==> src/rtl/calc_pkg.sv <==
// Shared calculator-path definitions: result width, BCD digit coding and the
// converter state set, imported by the calculator, converter and display blocks.
package calc_pkg;

  localparam int RESULT_W = 10;
  localparam int DIGIT_W  = 4;

  localparam logic [DIGIT_W-1:0] BCD_BLANK = 4'hF;

  typedef enum logic [1:0] {
    IDLE = 2'd0,
    CONV = 2'd1,
    DONE = 2'd2
  } conv_state_t;

endpackage

==> src/rtl/bcd_add3.sv <==
// Double-dabble digit correction: adds 3 to a BCD digit of 5 or more so the
// following left shift carries correctly into the next decade.
module bcd_add3 (
  input  logic [3:0] din,
  output logic [3:0] dout
);

  assign dout = (din >= 4'd5) ? (din + 4'd3) : din;

endmodule

==> src/rtl/calc_result_bcd.sv <==
// Iterative signed-binary to sign + BCD converter (shift-add-3, one bit per clock).
// Optional build macro LEAD_ZERO_BLANK_EN replaces leading zero digits with the blank code.
module calc_result_bcd #(
  parameter int RESULT_W = 10,
  parameter int NDIG     = 3
) (
  input  logic                  clk,
  input  logic                  rst_n,
  input  logic                  in_valid,
  output logic                  in_ready,
  input  logic [RESULT_W-1:0]   in_data,
  output logic                  out_valid,
  input  logic                  out_ready,
  output logic                  neg,
  output logic [4*NDIG-1:0]     bcd
);

  import calc_pkg::*;

  localparam logic [1:0] S_IDLE = 2'd0;
  localparam logic [1:0] S_CONV = 2'd1;
  localparam logic [1:0] S_DONE = 2'd2;

  localparam int              CNT_W = $clog2(RESULT_W) + 1;
  localparam logic [CNT_W-1:0] LAST = CNT_W'(RESULT_W - 1);
  localparam int              BCD_W = DIGIT_W * NDIG;

  logic [1:0]          state;
  logic [CNT_W-1:0]    cnt;
  logic [RESULT_W-1:0] mag;
  logic [RESULT_W-1:0] mag_in;
  logic [BCD_W-1:0]    acc;
  logic [BCD_W-1:0]    acc_adj;
  logic [BCD_W-1:0]    acc_next;
  logic [BCD_W-1:0]    bcd_final;

  // The most negative input maps to 2^(RESULT_W-1), which still fits unsigned.
  assign mag_in = in_data[RESULT_W-1] ? (~in_data + 1'b1) : in_data;

  for (genvar g = 0; g < NDIG; g++) begin : g_add3
    bcd_add3 u_add3 (
      .din  (acc[g*DIGIT_W +: DIGIT_W]),
      .dout (acc_adj[g*DIGIT_W +: DIGIT_W])
    );
  end

  assign acc_next = {acc_adj[BCD_W-2:0], mag[RESULT_W-1]};

`ifdef LEAD_ZERO_BLANK_EN
  // The ones digit is never blanked so a zero result still shows "0".
  always_comb begin
    logic lead;
    bcd_final = acc_next;
    lead      = 1'b1;
    for (int i = NDIG - 1; i > 0; i--) begin
      if (lead && (acc_next[i*DIGIT_W +: DIGIT_W] == '0)) begin
        bcd_final[i*DIGIT_W +: DIGIT_W] = BCD_BLANK;
      end else begin
        lead = 1'b0;
      end
    end
  end
`else
  assign bcd_final = acc_next;
`endif

  always_ff @(posedge clk or negedge rst_n) begin
    if (!rst_n) begin
      state <= S_IDLE;
      cnt   <= '0;
      mag   <= '0;
      acc   <= '0;
      neg   <= 1'b0;
      bcd   <= '0;
    end else begin
      case (state)
        S_IDLE: begin
          if (in_valid) begin
            neg   <= in_data[RESULT_W-1];
            mag   <= mag_in;
            acc   <= '0;
            cnt   <= '0;
            state <= S_CONV;
          end
        end
        S_CONV: begin
          acc <= acc_next;
          mag <= {mag[RESULT_W-2:0], 1'b0};
          cnt <= cnt + 1'b1;
          // bcd only updates here, so it stays stable for the whole DONE phase.
          if (cnt == LAST) begin
            bcd   <= bcd_final;
            state <= S_DONE;
          end
        end
        S_DONE: begin
          if (out_ready) begin
            state <= S_IDLE;
          end
        end
        default: state <= S_IDLE;
      endcase
    end
  end

  assign in_ready  = (state == S_IDLE);
  assign out_valid = (state == S_DONE);

endmodule

==> config.mk <==
export PLATFORM = sky130hd
export DESIGN_NAME = calc_result_bcd
export DESIGN_NICKNAME = d
export VERILOG_FILES = /design/src/rtl/calc_pkg.sv /design/src/rtl/bcd_add3.sv /design/src/rtl/calc_result_bcd.sv
export SDC_FILE = /design/constraint.sdc
export NUM_CORES = 1
export LEC_CHECK = 0
export CAP_MARGIN = 10
export CORE_MARGIN = 2
export CORE_UTILIZATION = 65
export DETAILED_ROUTE_END_ITERATION = 8
export DONT_BUFFER_PORTS = 1
export PLACE_DENSITY = 0.91
export SYNTH_ARGS = -nofsm -noshare
export SYNTH_HDL_FRONTEND = slang
export SYNTH_SLANG_ARGS = --single-unit
==> constraint.sdc <==
create_clock -name clk -period 4.2 [get_ports clk]
set_input_delay 0.84 -clock clk [delete_from_list [all_inputs] [get_ports clk]]
set_output_delay 0.84 -clock clk [all_outputs]
set_load 0.02 [all_outputs]
Word-level counts from Yosys, hierarchy flattened

Index checks and enable logic that the tools add are counted.

Bits of input ports: 14
Logic and storage cells: 41
Flip-flop bits (word level): 42

Reduce and logical (&&, ||, !) cells: 6
Mux-type cells: 14
Equal/unequal tests: 6
Add/subtract/negate cells: 5
Bitwise gates (word level): 1
Magnitude comparators: 3

Operator list:

| kind                                                                    | count |
|---|---|
| 12-bit case mux with 2 select lines                                     | 1 |
| 10-bit 2-to-1 mux                                                       | 2 |
| 10-bit case mux with 2 select lines                                     | 1 |
| 4-bit by 3-bit >= comparator with 1-bit output, second input constant   | 3 |
| 12-bit 2-to-1 mux                                                       | 1 |
| 10-bit by 1-bit adder with 10-bit output, second input constant         | 1 |
| 10-bit NOT                                                              | 1 |
| 5-bit case mux with 2 select lines                                      | 1 |
| 4-bit by 2-bit adder with 4-bit output, second input constant           | 2 |
| 4-bit 2-to-1 mux                                                        | 2 |
| 2-bit 2-to-1 mux                                                        | 3 |
| 2-bit case mux with 3 select lines                                      | 1 |
| 2-bit AND reduction                                                     | 3 |
| 5-bit by 1-bit adder with 5-bit output, second input constant           | 1 |
| 5-bit by 4-bit == test with 1-bit output, second input constant         | 1 |
| 5-bit 2-to-1 mux                                                        | 1 |
| 2-bit inequality test, second input constant                            | 2 |
| 3-bit by 2-bit adder with 3-bit output, second input constant           | 1 |
| 3-bit 2-to-1 mux                                                        | 1 |
| 3-bit AND reduction                                                     | 1 |
| 2-bit by 1-bit == test with 1-bit output, second input constant         | 1 |
| 2-bit == test, second input constant                                    | 1 |
| 2-bit zero test                                                         | 1 |
| 2-bit by 1-bit inequality test with 1-bit output, second input constant | 1 |
| 2-bit nonzero test                                                      | 1 |

Logic depth before layout (Yosys ltp)

Gate-level depths: netlist of run 1.

Depth in word-level cells: 5
Gate-level depth with buffers: 7
Mapped depth without buffers: 6

By module

Synthesis of run 1 repeated with hierarchy kept, for this count alone.

Cell total of the unflattened synthesis: 204
Area, all modules: 2164.6 sq um

By module, submodules not included:

| module          | cells each | area each (sq um) | instances |
|---|---|---|---|
| calc_result_bcd | 156        | 1860.5            | 1 |
| bcd_add3        | 16         | 101.3             | 3 |

Worst setup path after synthesis of run 1

Ideal clock, no wire load.

Kind: input to register
From: in in_data[1]
To: reg mag[6]
Setup slack: 2.123 ns
Arrival time: 1.942 ns
Stages: 6
Setup time: 0.134 ns
Path buffers: 0
Path through: inv_1 > ha_1 > or3b_2 > o31ai_1 > xor2_1 > o21ai_0

Longest elaborated chain between the ends: 5

Ends and longest elaborated chain:

| element                                  | RTL line              | source |
|---|---|---|
| start: declaration                       | calc_result_bcd.sv:11 | `input logic [RESULT_W-1:0] in_data,` |
| 10-bit NOT                               | calc_result_bcd.sv:38 | `assign mag_in = in_data[RESULT_W-1] ? (~in_data + 1'b1) : in_data;` |
| 10-bit by 1-bit adder with 10-bit output | calc_result_bcd.sv:38 |  |
| 10-bit 2-to-1 mux                        | calc_result_bcd.sv:38 |  |
| 10-bit 2-to-1 mux                        | calc_result_bcd.sv:78 | `if (in_valid) begin` |
| 10-bit case mux with 2 select lines      | calc_result_bcd.sv:76 | `case (state)` |
| end signal: assignment                   | calc_result_bcd.sv:80 | `mag <= mag_in;` |
| end signal: assignment                   | calc_result_bcd.sv:88 | `mag <= {mag[RESULT_W-2:0], 1'b0};` |
| end: declaration                         | calc_result_bcd.sv:30 | `logic [RESULT_W-1:0] mag;` |

Every way passes these cells. The select of a mux whose other input is x is not followed.
A chain may end at the register's enable or synchronous reset.

Worst setup path in the final report of run 1

From: reg state[0]
To: out out_valid

Longest elaborated chain between the ends: 1

Ends and longest elaborated chain:

| element                  | RTL line               | source |
|---|---|---|
| start: declaration       | calc_result_bcd.sv:28  | `logic [1:0] state;` |
| start signal: assignment | calc_result_bcd.sv:69  | `state <= S_IDLE;` |
| start signal: assignment | calc_result_bcd.sv:83  | `state <= S_CONV;` |
| start signal: assignment | calc_result_bcd.sv:93  | `state <= S_DONE;` |
| 2-bit == test            | calc_result_bcd.sv:107 | `assign out_valid = (state == S_DONE);` |
| end: declaration         | calc_result_bcd.sv:12  | `output logic out_valid,` |

Every way passes these cells.

==> impl_metrics.ini, run 1 <==
[run_status]
outcome = finished, final reports clean

[sta]
tightest_slew_ps = 650
fin_crit_ps = 2090
slew_headroom = 0.566
rsz0062_at_grt = false
setup_viol_count_final = 0
skew_ps = 15.1
max_clock_freq_mhz = 478
hold_viol = 0
min_period_over_period = 0.498
setup_tns_ps = 0
slew_violations = 0

[placed_design]
place_congestion = 0.805
placed_area_um2 = 2180
dp_cells = 253
io_buffers = 0
place_hpwl_um = 2590

[detailed_routing]
routed_wirelength_um = 3730
wl_per_cell_um = 14.3
drc = 0
ant_nets = 0
drt_pass1_iterations = 4
via_count = 1546
drtIter0Drc = 78
vias_per_cell = 5.92

[layout]
fin_area_um2 = 2260
layout_common_cells = 42 x dfrtp_1, 37 x o21ai_0, 24 x nand2_1
post-route-util = 0.729
areaGrowthSynthToFinish_pct = 4.81
n_antenna_cell = 0
final_common_cell = dfrtp_1
final_cells = 261
nets = 239
drive_gt1_frac = 0.0968

[flow_run]
cap_violations = 0

[synthesis]
synth_compound_gate_area_share = 0.182
synth_ff_type = dfrtp_1
synthSimpleGateAreaFrac = 0.149
yosys.area.top_type = dfrtp_1
synth_fa_ha_area_frac = 0.0522
synth_top_area_frac = 0.487
syn_area_um2 = 2160
syn-num-nets = 241
seq_area_frac_synth = 0.487
synth_xor_area_frac = 0.0406
synthCells = 218
async_reset_ff_frac = 1.00
synthMuxAreaShare = 0.0464
synth-edff-count = 0
yosysUniqueCellTypes = 31
synth_top_family_by_area = compound AO/OA/AOI/OAI gates
syn_avg_cell_area_um2 = 9.89
ys_warn_count = 0
ys_ff_latch = 42
yosys-top-cells-area = dfrtp_1 49%, o21ai_0 8.6%, ha_1 5.2%

[critical_path]
critical_path_arrival_ps = 1250
cpMaxStageDelayCell = dfrtp_1
path_max_fanout = 10
end_kind = primary output
crit_chain = nand2b_1 -> inv_1
critPathKind = reg -> out
cp-start-kind = flip-flop
crit_buf_inv = 1
cp_top_family = flip-flops
cp.required_ps = 3360
cpPeakStageDelay_ps = 510
regToRegSetupSlack_ps = 2180

[global_route]
grt_max_degree = 43
grtUsageTotal = 0.238
antenna_found_initial = 0
grt_pass1_vias = 1550
grt_pass1_wl_um = 6620
overflow = 0

[clocking]
h-tree-depth = 2
holdBufCountCts = 0
clock_sinks = 42
clockBufferDepth = 2
clk_root_buffer_cell = clkbuf_4
clk_pin_slew_ps = 140
cts_tree = built
clk_latency_ps = 360
post-cts-setup-buffers = 0
cts_resized = 0
cts_inserted_buffers = 5

[floorplan]
die_x_um = 61.6
die-area_um2 = 3800
core-area_um2 = 3100
row_count = 20
pin_count = 29
die_y_um = 61.6
initial_core_util = 0.695

[worst_hold_path]
min_path_type = in -> async

[power_and_ir_drop]
ir_worst_vdd_v = 0.000409
total_leakage_power_nw = 1.01
powerDensity_nw_per_um2 = 698
p_total_mw = 1.58
-- final timing paths --
| kind | cells past startpoint | start | end |
|---|---|---|---|
| setup / recovery | 2 | state[0] | out_valid |
| hold / removal | 0 | rst_n | acc[10] |
| setup reg to reg | 5 | cnt[1] | bcd[0] |
| hold reg to reg | 1 | cnt[4] | cnt[4] |
| max in group asynchronous | 0 | rst_n | neg |
| min in group clk | 1 | cnt[4] | cnt[4] |
-- cells in the mapped netlist (6+ instances only) --
cell type and n:
dfrtp_1 42, o21ai_0 37, nand2_1 24, inv_1 12
a21oi_1 10, ha_1 9, mux2_2 8, a22oi_1 7
nand2b_1 7, nand3_1 7, clkbuf_1 6, nor3b_1 6
xor2_1 6
-- sequential cells by signal, summed over array words and instances, names as in the netlist --
name   count
neg        1
acc       12
bcd       12
cnt        5
mag       10
state      2
-- per-layer routing --
| metal | routed length, um | track usage | vias to the layer above |
|---|---|---|---|
| met3 | 140 | 0.0630 | 4 |
| met5 | 0 | 0 | - |
| met1 | 1680 | 0.291 | 745 |
| met4 | 37 | 0.0699 | 0 |
| li1 | - | - | 760 |
| met2 | 1870 | 0.412 | 37 |
-- layout make-up --
cell class                 count  area, um2
sequential                    42       1050
multi-input combinational    153       1010
inverter                      12       45.0
clock buffer                   5       37.5
clock inverter                 3       43.8
fill                         254        842
tap                           44       55.1
timing repair buffer           2       15.0
-- report_power, final --
group / leakage, nW / switching [mW] / internal [mW]
clock network: 0.0456 / 0.137 / 0.126
registers: 0.544 / 0.205 / 0.567
logic: 0.420 / 0.292 / 0.251
total: 1.01 / 0.634 / 0.944
-- metrics by stage --
step	setup WS [ps]	hold WS (ps)
2_1_floorplan	2120	458
3_3_place_gp	2080	485
3_5_place_dp	2020	485
4_1_cts	2110	144
5_1_grt	1970	118
6_report	2110	153
-- logic make-up after synthesis --
family	count (synthesis)
buffers and inverters	23
muxes	9
AOI/OAI and AO/OA	64
xor gates and xnor gates	10
and+or+nand+nor	61
adders and majority gates	9
DFF	42
(Power assumes the default switching activity.)
==> inputs of run 2 (changes only) <==
--- a/config.mk
+++ b/config.mk
@@ -5,12 +5,13 @@
 export SDC_FILE = /design/constraint.sdc
 export NUM_CORES = 1
 export LEC_CHECK = 0
+export ABC_AREA = 1
 export CAP_MARGIN = 10
 export CORE_MARGIN = 2
-export CORE_UTILIZATION = 65
+export CORE_UTILIZATION = 56
 export DETAILED_ROUTE_END_ITERATION = 8
 export DONT_BUFFER_PORTS = 1
-export PLACE_DENSITY = 0.91
+export PLACE_DENSITY = 0.84
 export SYNTH_ARGS = -nofsm -noshare
 export SYNTH_HDL_FRONTEND = slang
 export SYNTH_SLANG_ARGS = --single-unit
==> constraint.sdc (replaced) <==
create_clock -name clk -period 1.8 [get_ports clk]
set_input_delay 0.36 -clock clk [delete_from_list [all_inputs] [get_ports clk]]
set_output_delay 0.36 -clock clk [all_outputs]
set_load 0.02 [all_outputs]
==> impl_metrics.ini, run 2 <==
[clocking]
clk_pin_slew_ps = 70
post-cts-setup-buffers = 0
clk_latency_ps = 300
clock_sinks = 42
cts_tree = built
cts_inserted_buffers = 5
clockBufferDepth = 2
h-tree-depth = 2
clk_root_buffer_cell = clkbuf_8

[critical_path]
path_max_fanout = 3
cp-start-kind = flip-flop
critical_path_arrival_ps = 1160
end_kind = primary output
cp.required_ps = 1440
critPathKind = reg -> out

[sta]
skew_ps = 6.81
setup_viol_count_final = 0
fin_crit_ps = 1520
rsz0062_at_grt = false
whs_ps = 149
worst_slack_ps = 283
hold_viol = 0
min_period_over_period = 0.843
slew_violations = 0
max_clock_freq_mhz = 659
setup_tns_ps = 0
slew_headroom = 0.675
tightest_slew_ps = 486

[floorplan]
die-area_um2 = 4540
pin_count = 29
core-area_um2 = 3940
die_x_um = 67.4
row_count = 23
initial_core_util = 0.571
die_y_um = 67.4

[power_and_ir_drop]
p_total_mw = 4.18
swShare = 0.449
powerDensity_nw_per_um2 = 1750
power_frac_comb = 0.419
total_leakage_power_nw = 1.25
ir_worst_vdd_v = 0.000601
seqPwrFrac = 0.445
clockPowerShare = 0.137
p_switching_mw = 1.88
p_int_mw = 2.31

[layout]
reg_top3 = acc (12), bcd (12), mag (10)
final_common_cell = nand2_1
n_antenna_cell = 0
drive_gt1_frac = 0.0851
nets = 305
post-route-util = 0.606
layout_common_cells = 87 x nand2_1, 42 x dfrtp_1, 31 x inv_1
final_cells = 332
fin_area_um2 = 2390
areaGrowthSynthToFinish_pct = 6.17

[global_route]
grt_max_degree = 43
grt_pass1_vias = 1664
met2_usage = 0.363
grt_pass1_wl_um = 7080
grtUsageTotal = 0.211
overflow = 0
grt.met1_usage = 0.256
grtUsageMet3 = 0.0617
global_route.peak_usage_layer = met2
antenna_found_initial = 0

[detailed_routing]
wl_per_cell_um = 12.9
via_count = 1784
routed_wirelength_um = 4280
ant_nets = 0
drc = 0
drt_pass1_iterations = 4
vias_per_cell = 5.37
drtIter0Drc = 122

[synthesis]
synth_most_common_cell = nand2_1
syn_avg_cell_area_um2 = 8.16
synth_top_area_frac = 0.467
synth_ff_type = dfrtp_1
synth-edff-count = 0
seq_area_frac_synth = 0.467
ys_ff_latch = 42
syn_area_um2 = 2250
synthCells = 276
syn-num-nets = 299
yosys-top-cells-area = dfrtp_1 47%, nand2_1 15%, inv_1 5.2%
yosys.area.top_type = dfrtp_1
ys_warn_count = 0
yosysUniqueCellTypes = 31
async_reset_ff_frac = 1.00
synth_common_cells = 87 x nand2_1, 42 x dfrtp_1, 31 x inv_1

[placed_design]
dp_cells = 323
place_ws_ps = 336
io_buffers = 0
place_congestion = 0.769
placed_area_um2 = 2280
place_hpwl_um = 3140

[flow_run]
cap_violations = 0

[worst_hold_path]
min_path_type = in -> reg

[run_status]
outcome = finished, final reports clean
==> run 2: cell count changes after synthesis, moves of 8 or more <==
| cell | change |
|---|---|
| mux2_2 | -8 |
| o21ai_1 | +8 |
| inv_1 | +19 |
| nor2_1 | +12 |
| o21ai_0 | -21 |
| nand2_1 | +63 |
| nand3_1 | +13 |
==> run 2: final timing paths <==
kind,startpoint,end,slack (ps),cells past startpoint
max,state[1],out_valid,280,2
max in group asynchronous,rst_n,cnt[4],1070,2
min in group asynchronous,rst_n,bcd[3],520,2
max reg2reg,state[1],bcd[2],310,6
min reg2reg,mag[3],mag[3],500,2
min,out_ready,state[1],150,1
==> run 2: logic make-up after synthesis <==
logic type               after synthesis  synth area share
AND/OR/NAND/NOR                      130             0.248
AO/OA/AOI/OAI                         49             0.132
buffers and inverters                 43            0.0906
flip-flops                            42             0.467
adder cells (fa/ha/maj)                9            0.0500
multiplexers                           2           0.00889
XOR/XNOR                               1           0.00389
==> run 2: what timing repair did <==
action | 4_1_cts | 5_1_grt
hold buffers | 2 | 0
endpoints found under the hold margin | 42 | 0
resized for setup | 0 | 0
==> run 2: critical path: stages (launching register included) <==
cell and delay (ps):
dfrtp_1 420, inv_1 90, nor2_1 350
==> run 2: final cells by class <==
class | count | area [um2]
sequential | 42 | 1050
tap | 50 | 62.6
inverter | 35 | 134
timing repair buffer | 7 | 67.6
clock buffer | 5 | 68.8
multi-input combinational | 191 | 996
clock inverter | 2 | 10.0
fill | 348 | 1550
==> run 2: layer usage <==
| layer | vias up | share of wire |
|---|---|---|
| met2 | 46 | 0.49 |
| met5 | - | 0 |
| met1 | 839 | 0.45 |
| met4 | 0 | 0.010 |
| li1 | 896 | - |
| met3 | 3 | 0.051 |
==> run 2: power groups by stage <==
| stage | sequential [mW] | combinational (mW) | clock [mW] |
|---|---|---|---|
| after global routing | 1.92 | 2.01 | 0.620 |
| after CTS | 1.86 | 1.77 | 0.587 |
| final | 1.86 | 1.75 | 0.571 |
| after global placement | 1.86 | 1.67 | 0 |
| after floorplan | 1.78 | 1.48 | 0 |
| after detailed placement | 1.87 | 1.73 | 0 |
==> inputs of run 3 (changes only) <==
--- a/config.mk
+++ b/config.mk
@@ -5,13 +5,13 @@
 export SDC_FILE = /design/constraint.sdc
 export NUM_CORES = 1
 export LEC_CHECK = 0
-export ABC_AREA = 1
+export ABC_AREA = 0
 export CAP_MARGIN = 10
 export CORE_MARGIN = 2
-export CORE_UTILIZATION = 56
+export CORE_UTILIZATION = 62
 export DETAILED_ROUTE_END_ITERATION = 8
 export DONT_BUFFER_PORTS = 1
-export PLACE_DENSITY = 0.84
+export PLACE_DENSITY = 0.88
 export SYNTH_ARGS = -nofsm -noshare
 export SYNTH_HDL_FRONTEND = slang
 export SYNTH_SLANG_ARGS = --single-unit
==> constraint.sdc (replaced) <==
create_clock -name clk -period 1.5 [get_ports clk]
set_input_delay 0.3 -clock clk [delete_from_list [all_inputs] [get_ports clk]]
set_output_delay 0.3 -clock clk [all_outputs]
set_load 0.02 [all_outputs]
==> impl_metrics.ini, run 3 (synthesis gave the netlist of run 1 again) <==
[clocking]
clk_latency_ps = 360
clk_pin_slew_ps = 130
clock_sinks = 42
cts_tree = built
clockBufferDepth = 2
clk_root_buffer_cell = clkbuf_4
cts_inserted_buffers = 5
h-tree-depth = 2

[placed_design]
io_buffers = 0
place_hpwl_um = 2920
place_congestion = 0.805
dp_cells = 272
placed_area_um2 = 2330

[floorplan]
initial_core_util = 0.646
die_x_um = 63.0
core-area_um2 = 3340
pin_count = 29
die_y_um = 63.0
die-area_um2 = 3970
row_count = 21

[detailed_routing]
drtIter0Drc = 115
routed_wirelength_um = 4990
vias_per_cell = 6.07
drc = 0
via_count = 1767
wl_per_cell_um = 17.2
ant_nets = 0
drt_pass1_iterations = 5

[global_route]
met2_usage = 0.444
grt.met1_usage = 0.340
grt_pass1_wl_um = 8200
global_route.peak_usage_layer = met2
antenna_found_initial = 0
grtUsageTotal = 0.266
grt_max_degree = 43
grtUsageMet3 = 0.0649
overflow = 0
grt_pass1_vias = 1778

[sta]
tightest_slew_ps = 312
worst_slack_ps = -16.4
skew_ps = 9.20
slew_headroom = 0.790
min_period_over_period = 1.01
rsz0062_at_grt = true
fin_crit_ps = 1520
max_clock_freq_mhz = 659
hold_viol = 0
setup_viol_count_final = 6
slew_violations = 0

[run_status]
outcome = complete, but fails checks
failed_checks = setup timing

[critical_path]
cp-start-kind = flip-flop
critical_path_arrival_ps = 1780
end_kind = flip-flop
cp.required_ps = 1770
cpMaxStageDelayCell = dfrtp_1
cp_top_family = flip-flops
crit_chain = inv_2 -> ha_2 -> nand2b_4 -> a21oi_4 -> buf_6 -> xnor2_2 -> mux2_2
critPathKind = reg -> reg
cpPeakStageDelay_ps = 420
crit_buf_inv = 2
path_max_fanout = 3

[flow_run]
cap_violations = 0

[layout]
drive_gt1_frac = 0.327
reg_top3 = acc (12), bcd (12), mag (10)
areaGrowthSynthToFinish_pct = 26.1
nets = 267
n_antenna_cell = 0
final_common_cell = dfrtp_1
final_cells = 291
fin_area_um2 = 2720
layout_common_cells = 41 x dfrtp_1, 30 x o21ai_0, 23 x nand2_1

[power_and_ir_drop]
total_leakage_power_nw = 1.23
ir_worst_vdd_v = 0.00118
powerDensity_nw_per_um2 = 2070

[worst_hold_path]
min_path_type = in -> reg
-- run 3: worst paths after layout --
path	cells after the start	startpoint	slack [ps]	endpoint
worst max-delay path	7	acc[5]	-20	bcd[5]
worst min-delay path	1	out_ready	40	state[1]
worst max register to register	7	acc[5]	-20	bcd[5]
worst min register to register	2	mag[8]	530	mag[8]
max in group asynchronous	2	rst_n	900	state[1]
min in group asynchronous	2	rst_n	390	bcd[6]
-- run 3: cell type report --
cell class                      instances  area [um2]
Clock buffer                            5        37.5
Clock inverter                          3        40.0
Fill cell                             202         617
Inverter                               12        47.5
Multi-Input combinational cell        153        1200
Sequential cell                        42        1050
Tap cell                               46        57.6
Timing Repair Buffer                   30         288
-- run 3: through the flow --
step	setup TNS (ps)	total power [mW]	hold slack [ps]	worst slack (ps)	util
after floorplan	-16.5	3.40	4.41	-11.9	-
after global placement	-212	3.96	5.31	-44.3	0.698
after detailed placement	-917	4.08	5.26	-102	0.698
after CTS	0	5.16	46.1	5.39	0.774
after global routing	-886	6.00	59.3	-96.0	0.815
final	-63.8	5.64	39.0	-16.4	0.815
-- run 3: routing by layer --
metal | wire, um | vias up
li1 | - | 822
met5 | 0 | -
met4 | 58 | 0
met2 | 2660 | 57
met3 | 273 | 9
met1 | 2000 | 879
-- run 3: where the power goes --
group	leakage [nW]	internal, mW	switching (mW)
registers	0.543	1.59	0.615
logic	0.646	1.41	1.30
clock network	0.0450	0.345	0.376
total	1.23	3.35	2.29
-- run 3: what timing repair did --
item                                    CTS  global route
pin swaps                                 5             6
gates resized for setup                  25            27
hold buffers                              2             0
gates cloned                              1             0
endpoints found under the setup margin   13            26
setup buffers                             3             5
endpoints found under the hold margin    42             0
